### src/rtl/axi4_lite_read_arbiter.sv
// Round-robin arbiter sharing one AXI4-Lite read master among NUM_REQ requesters.
// One transaction in flight; a watchdog turns a lost R beat into an error response.
module axi4_lite_read_arbiter #(
    parameter int NUM_REQ        = 2,
    parameter int AXI_ADDR_WIDTH = 64,
    parameter int AXI_DATA_WIDTH = 32,
    parameter int TIMEOUT_CYCLES = 1024
) (
    input  logic                              clk_i,
    input  logic                              arst_ni,
    input  logic [NUM_REQ-1:0]                req_valid_i,
    input  logic [NUM_REQ*AXI_ADDR_WIDTH-1:0] req_addr_i,
    input  logic [NUM_REQ*3-1:0]              req_prot_i,
    output logic [NUM_REQ-1:0]                req_ready_o,
    output logic [NUM_REQ-1:0]                rsp_valid_o,
    output logic [AXI_DATA_WIDTH-1:0]         rsp_data_o,
    output logic                              rsp_err_o,
    output logic                              AR_VALID,
    output logic [AXI_ADDR_WIDTH-1:0]         AR_ADDR,
    output logic [2:0]                        AR_PROT,
    input  logic                              AR_READY,
    input  logic                              R_VALID,
    input  logic [AXI_DATA_WIDTH-1:0]         R_DATA,
    input  logic [1:0]                        R_RESP,
    output logic                              R_READY
);

    localparam int IW      = (NUM_REQ > 1) ? $clog2(NUM_REQ) : 1;
    localparam int CW      = (TIMEOUT_CYCLES > 0) ? $clog2(TIMEOUT_CYCLES + 1) : 1;
    localparam bit WDOG_EN = (TIMEOUT_CYCLES != 0);

    localparam logic [2:0] S_IDLE  = 3'd0;
    localparam logic [2:0] S_ADDR  = 3'd1;
    localparam logic [2:0] S_DATA  = 3'd2;
    localparam logic [2:0] S_RESP  = 3'd3;
    localparam logic [2:0] S_DRAIN = 3'd4;

    logic [2:0]                r_state;
    logic [IW-1:0]             r_rr_ptr;
    logic [IW-1:0]             r_gnt;
    logic                      r_drain;
    logic [CW-1:0]             r_cnt;
    logic [AXI_ADDR_WIDTH-1:0] r_ar_addr;
    logic [2:0]                r_ar_prot;
    logic [AXI_DATA_WIDTH-1:0] r_rsp_data;
    logic                      r_rsp_err;

    // Packed-array views of the flat request buses; slice i belongs to requester i.
    logic [NUM_REQ-1:0][AXI_ADDR_WIDTH-1:0] w_addr;
    logic [NUM_REQ-1:0][2:0]                w_prot;
    logic                                   w_gnt_vld;
    logic [IW-1:0]                          w_gnt_idx;
    logic [CW-1:0]                          w_cnt_nxt;
    logic                                   w_timeout;
    logic                                   w_unused;

    assign w_addr    = req_addr_i;
    assign w_prot    = req_prot_i;
    assign w_cnt_nxt = r_cnt + CW'(1);
    assign w_timeout = WDOG_EN && (w_cnt_nxt == CW'(TIMEOUT_CYCLES));
    assign w_unused  = R_RESP[0];

    // Rotating priority: first requester at or above rr_ptr, wrapping.
    always_comb begin
        int w_idx;
        w_gnt_vld = 1'b0;
        w_gnt_idx = '0;
        w_idx     = 0;
        for (int k = 0; k < NUM_REQ; k++) begin
            w_idx = int'(r_rr_ptr) + k;
            if (w_idx >= NUM_REQ) w_idx = w_idx - NUM_REQ;
            if (!w_gnt_vld && req_valid_i[IW'(w_idx)]) begin
                w_gnt_vld = 1'b1;
                w_gnt_idx = IW'(w_idx);
            end
        end
    end

    always_comb begin
        req_ready_o = '0;
        if (r_state == S_IDLE && w_gnt_vld) req_ready_o[w_gnt_idx] = 1'b1;
    end

    always_comb begin
        rsp_valid_o = '0;
        if (r_state == S_RESP) rsp_valid_o[r_gnt] = 1'b1;
    end

    assign AR_VALID   = (r_state == S_ADDR);
    assign R_READY    = (r_state == S_DATA) || (r_state == S_DRAIN);
    assign AR_ADDR    = r_ar_addr;
    assign AR_PROT    = r_ar_prot;
    assign rsp_data_o = r_rsp_data;
    assign rsp_err_o  = r_rsp_err;

    always_ff @(posedge clk_i or negedge arst_ni) begin
        if (!arst_ni) begin
            r_state    <= S_IDLE;
            r_rr_ptr   <= '0;
            r_gnt      <= '0;
            r_drain    <= 1'b0;
            r_cnt      <= '0;
            r_ar_addr  <= '0;
            r_ar_prot  <= '0;
            r_rsp_data <= '0;
            r_rsp_err  <= 1'b0;
        end else begin
            case (r_state)
                S_IDLE: begin
                    if (w_gnt_vld) begin
                        r_gnt     <= w_gnt_idx;
                        r_ar_addr <= w_addr[w_gnt_idx];
                        r_ar_prot <= w_prot[w_gnt_idx];
                        r_rr_ptr  <= (int'(w_gnt_idx) == NUM_REQ - 1) ? '0 : w_gnt_idx + IW'(1);
                        r_state   <= S_ADDR;
                    end
                end
                S_ADDR: begin
                    if (AR_READY) r_state <= S_DATA;
                end
                S_DATA: begin
                    // A beat arriving in the timeout cycle wins; nothing is left to drain.
                    if (R_VALID) begin
                        r_rsp_data <= R_DATA;
                        r_rsp_err  <= R_RESP[1];
                        r_cnt      <= '0;
                        r_state    <= S_RESP;
                    end else if (w_timeout) begin
                        r_rsp_data <= '0;
                        r_rsp_err  <= 1'b1;
                        r_cnt      <= '0;
                        r_drain    <= 1'b1;
                        r_state    <= S_RESP;
                    end else if (WDOG_EN) begin
                        r_cnt <= w_cnt_nxt;
                    end
                end
                S_RESP: begin
                    r_state <= r_drain ? S_DRAIN : S_IDLE;
                end
                S_DRAIN: begin
                    if (R_VALID) begin
                        r_drain <= 1'b0;
                        r_state <= S_IDLE;
                    end
                end
                default: r_state <= S_IDLE;
            endcase
        end
    end

    a_ar_r_excl: assert property (@(posedge clk_i) disable iff (!arst_ni)
        !(AR_VALID && R_READY));
    a_ar_hold: assert property (@(posedge clk_i) disable iff (!arst_ni)
        (AR_VALID && !AR_READY) |=> (AR_VALID && $stable(AR_ADDR) && $stable(AR_PROT)));
    a_onehot: assert property (@(posedge clk_i) disable iff (!arst_ni)
        $onehot0(rsp_valid_o) && $onehot0(req_ready_o));

endmodule

### config.mk
export PLATFORM = sky130hd
export DESIGN_NAME = axi4_lite_read_arbiter
export DESIGN_NICKNAME = d
export VERILOG_FILES = /design/src/rtl/axi4_lite_read_arbiter.sv
export SDC_FILE = /design/constraint.sdc
export NUM_CORES = 1
export LEC_CHECK = 0
export ABC_AREA = 1
export CAP_MARGIN = 20
export CORE_MARGIN = 3
export CORE_UTILIZATION = 30
export CTS_CLUSTER_DIAMETER = 200
export CTS_CLUSTER_SIZE = 25
export DETAILED_ROUTE_END_ITERATION = 8
export PLACE_DENSITY = 0.7
export SETUP_SLACK_MARGIN = 0.05
export SYNTH_ARGS = -nofsm -noshare
export SYNTH_HDL_FRONTEND = slang
export SYNTH_SLANG_ARGS = --single-unit
### constraint.sdc
create_clock -name clk_i -period 4.3 [get_ports clk_i]
set_input_delay 0.86 -clock clk_i [delete_from_list [all_inputs] [get_ports clk_i]]
set_output_delay 0.86 -clock clk_i [all_outputs]
set_load 0.05 [all_outputs]
---- Yosys cells after proc, flatten, opt, wreduce, memory -nomap -nowiden ----
Cells that the tools add are included.
word-level totals
  register bits ........................... 117
  bits of input ports ..................... 174
  output and inout bits ................... 106
  logic and storage cells ................. 83
cells by class
  add/sub/neg operators ................... 5
  $lt $le $gt $ge ......................... 8
  eq/ne operators ......................... 11
  multiplexer cells ....................... 37
  reductions and logical operators ........ 13
operators by type and width
  cell                                                                    count
  64-bit two-way mux                                                      2
  32-bit two-way mux                                                      2
  3-bit two-way mux                                                       8
  11-bit two-way mux                                                      2
  1-bit two-way mux                                                       17
  3-bit case mux with 5 select lines                                      1
  11-bit by 1-bit adder with 11-bit output (second input constant)        1
  11-bit equality test (second input constant)                            1
  2-bit != test (second input constant)                                   4
  4-bit AND reduction                                                     2
  3-bit by 2-bit equality test with 1-bit output (second input constant)  2
  1-bit by 3-bit < comparator with 1-bit output (second input constant)   2
  1-bit logical AND                                                       4
  1-bit by 2-bit < comparator with 1-bit output (second input constant)   2
  2-bit two-way mux                                                       2
  2-bit AND reduction                                                     2
  2-bit nonzero test                                                      2
  3-bit by 1-bit equality test with 1-bit output (second input constant)  1
  3-bit equality test (second input constant)                             1
  3-bit logical NOT                                                       1
  3-bit != test (second input constant)                                   1
  1-bit by 1-bit adder with 2-bit output (second input constant)          1
  1-bit demux with 1-bit select                                           2
  1-bit >= comparator (second input constant)                             2
  other kinds (8)                                                         9

---- Depth between registers and ports, before layout ----
  word-level depth ........................ 14
  depth in mapped cells ................... 14
  depth with buffers taken out ............ 13

---- Worst setup path after synthesis ----
OpenSTA, ideal clock, no wires.
  path type ............................... in2out
  start point ............................. in req_valid_i[0]
  end point ............................... out req_ready_o[0]
  arrival time ............................ 1.779 ns
  setup slack ............................. 1.661 ns
  cell stages on the path ................. 6
  buffers on the path ..................... 2
  cell sequence ........................... inv_1 > nor3_1 > nand2_1 > clkinv_1 > buf_2 > buf_4
on the way
  cells in the longest elaborated chain, start to end .. 11
  elaborated cells between the ends (all ways) .. 17
  those cells by class .................... order compare (2); mux (11); reduce/logical (4)
RTL lines
  what                                                                                                               RTL line  source
  start: declaration                                                                                                 11        input logic [NUM_REQ-1:0] req_valid_i,
  1-bit two-way mux (not written as such) (2 in a row)                                                               72        if (!w_gnt_vld && req_valid_i[IW'(w_idx)]) begin
  1-bit two-way mux                                                                                                  72
  1-bit logical NOT                                                                                                  72
  1-bit logical AND                                                                                                  72
  1-bit two-way mux                                                                                                  72
  1-bit by 2-bit < comparator with 1-bit output (not written as such) / 1-bit >= comparator (equally long branches)  81        if (r_state == S_IDLE && w_gnt_vld) req_ready_o[w_gnt_idx] = 1'b1;
  1-bit logical AND (not written as such)                                                                            81
  1-bit two-way mux (not written as such)                                                                            81
  1-bit demux with 1-bit select                                                                                      81
  2-bit two-way mux (*)                                                                                              81
  end: declaration                                                                                                   14        output logic [NUM_REQ-1:0] req_ready_o,
Mark *: on every way between the ends. The rest lies on a longest branch, timed or not. The select of a mux whose other input is x is not followed.

---- Worst setup path in the final report ----
  start point ............................. reg r_state[0]
  end point ............................... out R_READY
on the way
  cells in the longest elaborated chain, start to end .. 2
  elaborated cells between the ends (all ways) .. 3
  those cells by class .................... eq/ne (2); reduce/logical (1)
RTL lines
  what                                                                                          RTL line  source
  start: declaration                                                                            38        logic [2:0] r_state;
  start signal: assignment                                                                      139       r_state <= r_drain ? S_DRAIN : S_IDLE;
  3-bit by 2-bit equality test with 1-bit output / 3-bit equality test (equally long branches)  90        assign R_READY = (r_state == S_DATA) || (r_state == S_DRAIN);
  1-bit logical OR (*)                                                                          90
  end: declaration                                                                              25        output logic R_READY
Mark *: on every way between the ends. The rest lies on a longest branch, timed or not.

==> run_results.csv <==
group,metric,value,unit
setup_path,crit_path_end_kind,"output pin",
timing,skew,0.00677,ns
detailed_routing,vias,5105,
cts,clkLatencyLatePin,0.41,ns
cells_and_area,mostFrequentLayoutCell,"nand2_1",
logic_synthesis,synth_nets,810,
job,cap_violations,0,
detailed_routing,dr.pass1.iters,4,
timing,final-setup-viol-count,0,
power_and_ir_drop,power,7.17,mW
timing,tns,0,ns
logic_synthesis,synthDominantCellAreaShare,55.2,%
timing,slew_headroom,34.8,%
timing,tightestPinTransition,0.977,ns
global_routing,grt_pass1_wl,27.5,mm
floorplan,core_area,0.0169,mm²
detailed_routing,final_antenna_net_count,0,
setup_path,path_max_fanout,11,
setup_path,crit_start,"r_state[0]",
detailed_routing,wl_per_cell,14.7,µm
logic_synthesis,syn_inst,635,
timing,min_period,3.34,ns
timing,hold_viol,0,
cts,clock-sinks,117,
logic_synthesis,synth_ff_type,"dfrtp_1",
logic_synthesis,ys_top_cells_by_area,"dfrtp_1, nand2_1, nand3_1",
logic_synthesis,syn-cell-area,0.00531,mm²
global_routing,grtUsageTotal,17.8,%
detailed_routing,routed_via_density,4.47,
timing,slew_viol_final,0,
detailed_routing,first_iter_violations,170,
cells_and_area,multi_input_area,0.00209,mm²
setup_path,start_kind,"flip-flop",
floorplan,fp.dieW,139,µm
global_routing,antenna_found_initial,1,
cells_and_area,fin_nets,1084,
setup_path,path_class,"reg -> out",
cts,post-cts-setup-buffers,0,
global_routing,grt_max_degree,68,
cts,cts_tree,"done",
cells_and_area,seq_area,0.00293,mm²
logic_synthesis,ys_async_sr_fraction,100,%
setup_path,cp_cell_sequence,"nor2_1 > inv_1 > nor2_1 > buf_4 > inv_1 > nand2_1 > clkdlybuf4s50_1",
cts,cts-buffers-inserted,17,
floorplan,ios,280,
placement,post-place-ws,1.16,ns
placement,place_hpwl,12.0,mm
power_and_ir_drop,p_leak,3.96,nW
power_and_ir_drop,pwr-share-comb,54.6,%
cts,clkTransAtPathRegs,0.05,ns
hold_path,hp-class,"reg -> reg",
placement,io_buffers,277,
setup_path,crit_path_top_delay_cell,"clkdlybuf4s50_1",
cts,clockBufferDepth,2,
setup_path,r2r_start,"r_state[0]",
setup_path,max_stage_delay,0.85,ns
logic_synthesis,yosysSeqAreaShare,55.2,%
setup_path,arrival,2.48,ns
logic_synthesis,yosysTopAreaCell,"dfrtp_1",
cells_and_area,drive_gt1_share,10.6,%
logic_synthesis,yosys_warnings,0,
floorplan,dieArea,0.0193,mm²
cts,htree_levels,4,
logic_synthesis,synth_edf_count,0,
timing,setup_slack,0.959,ns
logic_synthesis,synth_seq_cells,117,
cts,cts.repair.resized,0,
cts,holdBufCountCts,0,
logic_synthesis,ys_types,30,
power_and_ir_drop,switchingPower,3.42,mW
cells_and_area,area_growth,65.4,%
setup_path,r2r_slack,2.07,ns
timing,max_freq,0.299,GHz
logic_synthesis,avgSynthCellArea,8.35,µm²
power_and_ir_drop,switching_share,47.8,%
floorplan,row_count,47,
timing,grt_setup_unrepaired,"false",
power_and_ir_drop,p_int,3.74,mW
cells_and_area,final_area,0.00877,mm²
power_and_ir_drop,power-per-cell-area,817,mW/mm²
detailed_routing,drc,0,
cells_and_area,most-common-layout-cells,"nand2_1, clkdlybuf4s50_1, dfrtp_1",
timing,fin_crit_sh,77.7,%
hold_path,min-delay-start,"rsp_data_o[15]",
cells_and_area,fill_cells,1565,
placement,dpl_cell_area,0.00822,mm²
setup_path,critPathRequiredTime,3.44,ns
status,outcome,"finished, final reports clean",
detailed_routing,wirelength,16.8,mm
power_and_ir_drop,irDropWorstVdd,443,µV
global_routing,grt_pass1_vias,5181,
cells_and_area,fin_util,51.8,%
power_and_ir_drop,clock_power_share,18.3,%
floorplan,die_h,139,µm
placement,place_congestion,0.865,
floorplan,initial_core_util,31.3,%
power_and_ir_drop,pwr-share-seq,27.1,%
global_routing,overflow,0,
cts,cts_root_buffer,"clkbuf_16",
sequential cells by signal, summed over array words and instances, names as in the netlist:
signal / count
r_drain: 1
AR_PROT: 3
rsp_data_o: 32
r_rr_ptr: 1
r_state: 3
rsp_err_o: 1
r_gnt: 1
AR_ADDR: 64
r_cnt: 11
critical path, delay by kind of cell (launching register included):
kind,cells,cell delay [ns]
buf+inv,4,1.32
flops,1,0.40
simple gates,3,0.35
power groups by stage:
stage | clock [mW] | combinational (mW) | sequential, mW
after global routing | 1.41 | 4.18 | 2.01
after floorplan | 0 | 1.09 | 3.42
after global placement | 0 | 3.92 | 1.93
final | 1.31 | 3.91 | 1.94
after CTS | 1.36 | 3.96 | 1.94
after detailed placement | 0 | 3.96 | 1.94
cells by family after synthesis:
family / count (synthesis) / synth area share (%)
and+or+nand+nor: 442 / 36.7
buffers and inverters: 56 / 5.42
adders and majority gates: 1 / 0.236
DFF: 117 / 55.2
xor gates and xnor gates: 3 / 0.637
AOI/OAI and AO/OA: 16 / 1.79
synthesized netlist by cell type, types with 2 or more instances:
cell      number
buf_12         2
o22ai_1        7
o21ai_0        7
nand2_2       44
nor3_1         4
nor2_1        13
nor2_4         2
buf_4          4
nor2_2         3
nand2_1      291
dfrtp_1      117
nand3_1       76
buf_2          9
or2_2          2
nand2_4        2
inv_1         27
clkbuf_1      10
nand3_2        2
nand3b_1       2
metrics by stage:
step | hold WS [ns] | cells
floorplan | 0.464 | 635
global placement | 0.454 | 1110
detailed placement | 0.459 | 1110
finish | 0.466 | 1143
global route | 0.484 | 1143
CTS | 0.472 | 1142
area by class of cell:
cell class | instances | share of cell area [%]
sequential | 117 | 33.4
inverter | 28 | 1.20
antenna | 1 | 0.0285
tap | 220 | 3.14
clock buffer | 23 | 5.33
clock inverter | 9 | 0.899
multi-input combinational | 462 | 23.8
timing repair buffer | 283 | 32.2
worst paths after layout:
kind,end,depth (start not counted)
worst min-delay path,rsp_data_o[15],2
worst min register to register,rsp_data_o[15],2
worst max register to register,AR_ADDR[44],7
max in group asynchronous,AR_ADDR[47],2
min in group asynchronous,rsp_data_o[18],1
worst max-delay path,R_READY,7
per-layer routing:
metal	GRT usage, %	share of wire, %
met1	21.3	42
met2	28.8	47
met3	7.83	9.7
met4	6.13	1.6
met5	0	0
Power figures use the tool's default switching activity.
